**src/rtl/cpu_req_issuer.sv**
```systemverilog
// Request issuer: buffers CPU requests in a small FIFO and issues them one at a time
// to the MMU, waiting for the handshake/completion or aborting after a timeout.
module cpu_req_issuer #(
  parameter int ADDR_W  = 32,
  parameter int DATA_W  = 32,
  parameter int DEPTH   = 4,
  parameter int TIMEOUT = 64
) (
  input  logic                      clk,
  input  logic                      reset,
  input  logic                      instr_valid,
  input  logic                      instr_write,
  input  logic [ADDR_W-1:0]         instr_address,
  input  logic [DATA_W-1:0]         instr_wdata_in,
  output logic                      instr_ready,
  output logic                      valid_instr,
  output logic                      CPU_write,
  output logic [ADDR_W-1:0]         address,
  output logic [DATA_W-1:0]         write_data_out,
  input  logic                      MMU_ready,
  input  logic                      mem_ready,
  input  logic [DATA_W-1:0]         mem_return_data,
  output logic                      proc_done,
  output logic [DATA_W-1:0]         proc_return_data,
  output logic                      timeout_err,
  output logic [$clog2(DEPTH):0]    queue_count
);

  localparam int PTR_W  = $clog2(DEPTH);
  localparam int CNT_W  = PTR_W + 1;
  localparam int WCNT_W = $clog2(TIMEOUT);
  localparam logic [WCNT_W-1:0] WAIT_LAST = WCNT_W'(TIMEOUT - 2);
  localparam logic [CNT_W-1:0]  FULL_CNT  = CNT_W'(DEPTH);

  typedef enum logic [1:0] {IDLE, SEND, WAIT} state_t;

  state_t              state;
  logic                accepted;
  logic [WCNT_W-1:0]   wait_cnt;

  logic                q_write [DEPTH];
  logic [ADDR_W-1:0]   q_addr  [DEPTH];
  logic [DATA_W-1:0]   q_data  [DEPTH];
  logic [PTR_W-1:0]    wr_ptr;
  logic [PTR_W-1:0]    rd_ptr;

  logic push;
  logic pop;
  logic complete;
  logic expire;

  assign instr_ready = (queue_count < FULL_CNT);
  assign push        = instr_valid && instr_ready;
  // Completion wins over timeout when both would fire on the same edge.
  assign complete    = (state == WAIT) && accepted && MMU_ready && mem_ready;
  assign expire      = (state == WAIT) && !complete && (wait_cnt == WAIT_LAST);
  assign pop         = complete || expire;

  always_ff @(posedge clk) begin
    if (push) begin
      q_write[wr_ptr] <= instr_write;
      q_addr[wr_ptr]  <= instr_address;
      q_data[wr_ptr]  <= instr_wdata_in;
    end
  end

  always_ff @(posedge clk) begin
    if (reset) begin
      wr_ptr      <= '0;
      rd_ptr      <= '0;
      queue_count <= '0;
    end else begin
      if (push) wr_ptr <= wr_ptr + 1'b1;
      if (pop)  rd_ptr <= rd_ptr + 1'b1;
      case ({push, pop})
        2'b10:   queue_count <= queue_count + 1'b1;
        2'b01:   queue_count <= queue_count - 1'b1;
        default: queue_count <= queue_count;
      endcase
    end
  end

  // The head entry stays queued while in flight; it is popped only on completion or abort.
  always_ff @(posedge clk) begin
    if (reset) begin
      state            <= IDLE;
      valid_instr      <= 1'b0;
      CPU_write        <= 1'b0;
      address          <= '0;
      write_data_out   <= '0;
      proc_done        <= 1'b0;
      timeout_err      <= 1'b0;
      proc_return_data <= '0;
      accepted         <= 1'b0;
      wait_cnt         <= '0;
    end else begin
      valid_instr <= 1'b0;
      proc_done   <= 1'b0;
      timeout_err <= 1'b0;
      case (state)
        IDLE: begin
          if (queue_count != '0 && MMU_ready) begin
            state          <= SEND;
            valid_instr    <= 1'b1;
            CPU_write      <= q_write[rd_ptr];
            address        <= q_addr[rd_ptr];
            write_data_out <= q_data[rd_ptr];
            accepted       <= 1'b0;
          end
        end
        SEND: begin
          state    <= WAIT;
          wait_cnt <= '0;
          if (!MMU_ready) accepted <= 1'b1;
        end
        WAIT: begin
          if (complete) begin
            proc_done <= 1'b1;
            if (!CPU_write) proc_return_data <= mem_return_data;
            state <= IDLE;
          end else if (expire) begin
            timeout_err <= 1'b1;
            state       <= IDLE;
          end else begin
            wait_cnt <= wait_cnt + 1'b1;
            if (!MMU_ready) accepted <= 1'b1;
          end
        end
        default: state <= IDLE;
      endcase
    end
  end

endmodule
```
**config.mk**
```make
export PLATFORM = sky130hd
export DESIGN_NAME = cpu_req_issuer
export DESIGN_NICKNAME = d
export VERILOG_FILES = /design/src/rtl/cpu_req_issuer.sv
export SDC_FILE = /design/constraint.sdc
export NUM_CORES = 1
export LEC_CHECK = 0
export ABC_AREA = 1
export CAP_MARGIN = 40
export CORE_MARGIN = 2
export CORE_UTILIZATION = 56
export CTS_BUF_LIST = sky130_fd_sc_hd__clkbuf_8
export DETAILED_ROUTE_END_ITERATION = 10
export PLACE_DENSITY = 0.83
export SYNTH_ARGS = -nofsm -noshare
export SYNTH_HDL_FRONTEND = slang
export SYNTH_SLANG_ARGS = --single-unit
export TNS_END_PERCENT = 10
```
**constraint.sdc**
```tcl
create_clock -name clk -period 4.84 [get_ports clk]
set_clock_uncertainty 0.1 [all_clocks]
set_input_delay 0.484 -clock clk [delete_from_list [all_inputs] [get_ports clk]]
set_output_delay 0.484 -clock clk [all_outputs]
set_load 0.01 [all_outputs]
```
==> results.yml, run 1 <==
drt:
  drt_iter0_markers: 982
  routed.top_layer: "met5"
  dr.pass1.iters: 5
  route.met2.wl_um: 15700
  routed_via_density: 5.58
  routed_metal_1_wirelength_um: 13100
  postRouteAntennaNets: 0
  wl_per_cell_um: 18.0
  met3_length_um: 2610
  num_vias: 9911
  number_of_remaining_drc_errors: 0
  wl_um: 31900
pwr:
  comb_power_share_pct: 11.0
  irDropWorstVdd_mv: 0.260
  int_power_uw: 5310
  p_switching_uw: 1630
  pwr-share-seq_pct: 53.6
  leakage_power_of_the_design_uw: 0.00626
  p_sw_share_pct: 23.4
  clock_power_share_pct: 35.3
  power_per_cell_area_mw_per_mm2: 398
logic_synthesis:
  synth_area_mm2: 0.0140
  ys.warnings.count: 0
  synthesis.instances: 1204
  synth_seq_cells: 376
  synth_top_cell_area_share_pct: 55.8
  synth_top_area_cell: "edfxtp_1"
  post_synth_main_area_contributors: "edfxtp_1 (56%), dfxtp_1 (17%), nor2_1 (9.3%)"
  postSynthNetCount: 1317
  syn_avg_cell_area_um2: 11.6
  yosysUniqueCellTypes: 26
  synth_seq_area_share_pct: 72.4
grt:
  first_global_vias: 9784
  overflow: 0
  grt_use_total_pct: 23.8
  grt_first_pass_wirelength_um: 49300
  grt_max_degree: 79
  number_of_antenna_violations_at_the_first_check_in_global_routing: 3
timing:
  fin_hold_ws_ns: 0.400
  grt_setup_unrepaired: "false"
  hold_violations: 0
  max_freq_ghz: 0.406
  timing.setup.tns_ns: 0
  count_of_final_max_slew_check_failures: 0
  setup_viol: 0
  period_minus_slack_ns: 2.46
  worst_slack_ns: 2.38
  worst_slew_margin_relative_to_its_limit_pct: 45.7
  transition_time_of_the_tightest_slew_check_pin_ns: 0.813
  final.period_utilization_pct: 50.9
critical_path:
  cp_data_required_time_ns: 5.18
  setup.worst_path.start_class: "flip-flop"
  cp_num_buf_inv: 4
  setup.worst_path.end_class: "flip-flop"
  crit_path_top_delay_cell: "nor2_4"
  timing.setup.critical_path_class: "flip-flop to flip-flop"
  path_cells: "inv_1, ha_1, nand2_1, nor2_2, inv_2, nor2_4, inv_1, buf_16, nor2_1, nor2_1"
  timing.critical_path.max_delay_family: "simple AND/OR/NAND/NOR gates"
  worst-path-max-fanout: 33
  worst-r2r-setup-slack_ns: 2.38
  critPathMaxStageDelay_ns: 0.49
  worst-endpoint-arrival_ns: 2.80
min_path:
  worst_hold_path_type: "flip-flop to flip-flop"
clocking:
  cts-root-buf: "clkbuf_8"
  cts_setup_buffers: 0
  cts-hold-fix-buffers: 0
  worstSkewPairLatency_ns: 0.56
  htree_levels: 2
  postCtsResizedCells: 0
  cts_sinks: 376
  cts_inserted_buffers: 55
  clkSlewWorstSetupHoldPaths_ns: 0.06
  tritoncts_clock_tree: "done"
  deepest_clock_path_buffer_count: 3
die:
  std_cell_rows: 57
  core_region_area_mm2: 0.0244
  x_dimension_of_the_die_um: 162
  initial_core_util_pct: 57.3
  die_area_mm2: 0.0263
  pin_count: 206
  die_h_um: 162
finish:
  fin_nets: 1521
  antennaDiodeCount: 0
  post_route_cells_drive_above_1_share_pct: 7.51
  multi_input_comb_area_mm2: 0.00339
  seqCellArea_mm2: 0.0101
  filler_cell_count: 1651
  layout-area-overhead-vs-synth_pct: 24.7
placement:
  globalplace.congestion: 0.808
  pre_cts_ws_ns: 1.96
  hpwlAfterDp_um: 18300
  place.port_buffers: 205
outcome:
  outcome: "completed"
job:
  drv_cap: 0
logic make-up (layout without fill, tap and decap cells):
group	after synthesis	in the layout	synth area share (%)
simple gates	396	396	10.9
flops	376	376	72.4
compound gates	317	317	12.0
buf+inv	103	351	3.59
fa+ha+maj	11	11	1.04
xor+xnor	1	1	0.0626
path summary, 6_finish.rpt:
kind	to	start	cells after the start
max	proc_return_data[20]	state[0]	10
min	proc_return_data[5]	proc_return_data[5]	2
max reg2reg	proc_return_data[20]	state[0]	10
min reg2reg	proc_return_data[5]	proc_return_data[5]	2
per-stage QoR:
| step | util (%) | area, um^2 | cells | power (uW) |
|---|---|---|---|---|
| 2_1_floorplan | - | 14000 | 1204 | 4130 |
| 3_3_place_gp | 66.4 | 16200 | 1670 | 4510 |
| 3_5_place_dp | 67.0 | 16300 | 1675 | 4550 |
| 4_1_cts | 71.5 | 17400 | 1776 | 6980 |
| 5_1_grt | 71.5 | 17400 | 1776 | 7200 |
| 6_report | 71.5 | 17400 | 1776 | 6940 |
area by class of cell:
type,count,share of cell area [%]
Clock buffer,69,5.45
Clock inverter,32,0.883
Inverter,29,0.639
Multi-Input combinational cell,725,19.4
Sequential cell,376,58.1
Tap cell,324,2.33
Timing Repair Buffer,221,13.1
power by group through the flow:
stage / Clock, uW / Sequential, uW / Combinational (uW)
floorplan: 0 / 3820 / 308
global placement: 0 / 3780 / 729
detailed placement: 0 / 3790 / 760
CTS: 2490 / 3720 / 767
global route: 2640 / 3740 / 827
finish: 2450 / 3720 / 764
metal layers:
layer  global-route usage [%]  up-vias
li1                         -     4646
met1                     31.1     4745
met2                     40.4      459
met3                     4.70       57
met4                     7.52        4
met5                        0        -
worst min-delay path, stage by stage (launching register included):
cell and delay, ns:
dfxtp_1 0.33, o21ai_1 0.07, nor2_1 0.07
flip-flops by register name (all words and copies together) (netlist names), 2 cells and up:
| register | flops |
|---|---|
| proc_return_data | 32 |
| queue_count | 3 |
| wait_cnt | 6 |
| state | 2 |
| wr_ptr | 2 |
| write_data_out | 32 |
| q_addr | 128 |
| rd_ptr | 2 |
| q_write | 4 |
| q_data | 128 |
| address | 32 |
synthesized netlist by cell type (all sizes together):
library cell,number
fa,1
xnor2,1
nand4,2
nor2,349
buf,34
o21bai,1
o21ai,238
a21oi,13
nand2,35
ha,10
nand3,10
o22ai,65
dfxtp,116
clkbuf,40
edfxtp,260
inv,29
placed cells by master, fill, tap and decap left out:
cell             Yosys  routed
nor2_1             347     343
edfxtp_1           260     260
clkdlybuf4s50_1      0     205
o21ai_0            168     168
dfxtp_1            116     114
o21ai_1             69      69
clkbuf_8             0      69
o22ai_1             65      65
inv_1               25      46
nand2_1             35      35
a21oi_1             13      13
ha_1                10      10
buf_4                4       9
nand3_1              8       8
clkinv_2             0       6
inv_2                4       5
nor2_4               1       5
buf_16               0       4
buf_12               0       3
nand4_1              2       2
clkinv_1             0       2
nor2_2               1       1
o21ai_2              1       1
nand3_2              2       1
nand3_4              0       1
inv_4                0       1
o21bai_1             1       1
xnor2_1              1       1
fa_1                 1       1
bufinv_16            0       1
dfxtp_4              0       1
dfxtp_2              0       1
(Power assumes the default switching activity.)
==> run 2, diff against run 1 <==
clock period = 2.3 ns   (was 4.84 ns; I/O delays follow)
==> results.yml, run 2 (synthesis results as in run 1) <==
outcome:
  outcome: "completed"
grt:
  number_of_antenna_violations_at_the_first_check_in_global_routing: 1
  grt_first_pass_wirelength_um: 49500
  grt_max_degree: 66
  overflow: 0
  grt_use_total_pct: 23.8
  first_global_vias: 9704
critical_path:
  worst-r2r-setup-slack_ns: 0.21
  timing.setup.critical_path_class: "flip-flop to flip-flop"
  worst-path-max-fanout: 4
  setup.worst_path.start_class: "flip-flop"
  crit_path_top_delay_cell: "dfxtp_1"
  path_cells: "ha_2, nand2_1, nor2_2, inv_2, o21ai_2, ha_1, inv_1, fa_2, a21oi_2, o21ai_1, o21ai_1, a21oi_1"
  worst-endpoint-arrival_ns: 2.46
  critPathMaxStageDelay_ns: 0.39
  timing.critical_path.max_delay_family: "adder cells"
  setup.worst_path.end_class: "flip-flop"
  crit_top_cell: "o21ai_1"
  cp_num_buf_inv: 2
  cp_data_required_time_ns: 2.67
timing:
  max_freq_ghz: 0.477
  fin_hold_ws_ns: 0.142
  worst_slew_margin_relative_to_its_limit_pct: 61.2
  hold_violations: 0
  count_of_final_max_slew_check_failures: 0
  transition_time_of_the_tightest_slew_check_pin_ns: 0.581
  final.period_utilization_pct: 91.1
  period_minus_slack_ns: 2.09
  setup_viol: 0
  grt_setup_unrepaired: "false"
drt:
  num_vias: 9857
  dr.pass1.iters: 5
  number_of_remaining_drc_errors: 0
  wl_per_cell_um: 17.6
  drt_iter0_markers: 752
  routed_via_density: 5.48
  postRouteAntennaNets: 0
  wl_um: 31700
die:
  initial_core_util_pct: 57.3
  die_h_um: 162
  die_area_mm2: 0.0263
  x_dimension_of_the_die_um: 162
  pin_count: 206
  std_cell_rows: 57
  core_region_area_mm2: 0.0244
placement:
  globalplace.congestion: 0.783
  hpwlAfterDp_um: 18700
  place.port_buffers: 205
  detailed_place.area_mm2: 0.0165
clocking:
  worstSkewPairLatency_ns: 0.61
  tritoncts_clock_tree: "done"
  cts_sinks: 376
  clkSlewWorstSetupHoldPaths_ns: 0.06
  htree_levels: 2
  cts-hold-fix-buffers: 0
  cts-root-buf: "clkbuf_8"
  cts_setup_buffers: 0
  postCtsResizedCells: 0
  cts_inserted_buffers: 56
  deepest_clock_path_buffer_count: 3
pwr:
  power_per_cell_area_mw_per_mm2: 835
  irDropWorstVdd_mv: 0.553
  leakage_power_of_the_design_uw: 0.00635
finish:
  layout.cells.most_common: "nor2_1"
  finalInstanceArea_mm2: 0.0176
  post_route_cells_drive_above_1_share_pct: 9.29
  fin_nets: 1540
  filler_cell_count: 1622
  most-common-layout-cells: "nor2_1 (343), edfxtp_1 (260), clkdlybuf4s50_1 (205)"
  antennaDiodeCount: 0
  largest_registers: "q_addr: 128 flops, q_data: 128 flops"
  layout-area-overhead-vs-synth_pct: 26.2
min_path:
  worst_hold_path_type: "input port to flip-flop"
job:
  drv_cap: 0
==> run 2: changes by cell type in the layout (fill, tap and decap cells not counted), sizes merged <==
cell,change
buf,+18
inv,-2
clkinv,+6
clkbuf,-2
clkinvlp,+2
==> run 2: layout make-up <==
| cell class | instances | area [um^2] | area share (%) |
|---|---|---|---|
| sequential | 376 | 10100 | 57.4 |
| multi-input combinational | 725 | 3400 | 19.3 |
| clock inverter | 38 | 201 | 1.14 |
| timing repair buffer | 239 | 2470 | 14.0 |
| tap | 324 | 405 | 2.30 |
| inverter | 29 | 111 | 0.631 |
| clock buffer | 67 | 922 | 5.23 |
==> run 2: metal layers <==
metal	GRT usage (%)	vias to the layer above	part of all wire, %
met5	0	-	0.041
met4	8.29	2	2.2
met3	5.08	64	7.6
met2	41.0	403	49
met1	30.2	4692	42
li1	-	4696	-
==> run 2: worst paths after layout <==
kind	startpoint	end	depth (start not counted)
max	state[1]	queue_count[2]	12
max reg2reg	state[1]	queue_count[2]	12
min	mem_return_data[30]	proc_return_data[30]	3
min reg2reg	proc_return_data[14]	proc_return_data[14]	2
==> run 2: report_power, final <==
| part | internal [uW] | switching (uW) | total (uW) |
|---|---|---|---|
| clock | 2770 | 2480 | 5250 |
| sequential | 7660 | 169 | 7830 |
| combinational | 757 | 897 | 1650 |
| total | 11200 | 3550 | 14700 |
==> run 2: through the flow <==
step	setup slack [ns]	TNS [ns]	total power, uW	std cells	util (%)
floorplan	-0.596	-155.07	8680	1204	-
global placement	-0.0138	-0.0138	9550	1693	67.7
detailed placement	0.00548	0	9600	1693	67.7
CTS	0.116	0	14800	1798	72.3
global route	0.0236	0	15300	1798	72.3
finish	0.206	0	14700	1798	72.3
==> run 2: worst reg2reg max path: stages, from the launching register on <==
cell and delay, ns:
dfxtp_1 0.39, ha_2 0.23, nand2_1 0.07, nor2_2 0.14, inv_2 0.05, o21ai_2 0.07
ha_1 0.16, inv_1 0.06, fa_2 0.34, a21oi_2 0.11, o21ai_1 0.08, o21ai_1 0.12
a21oi_1 0.05
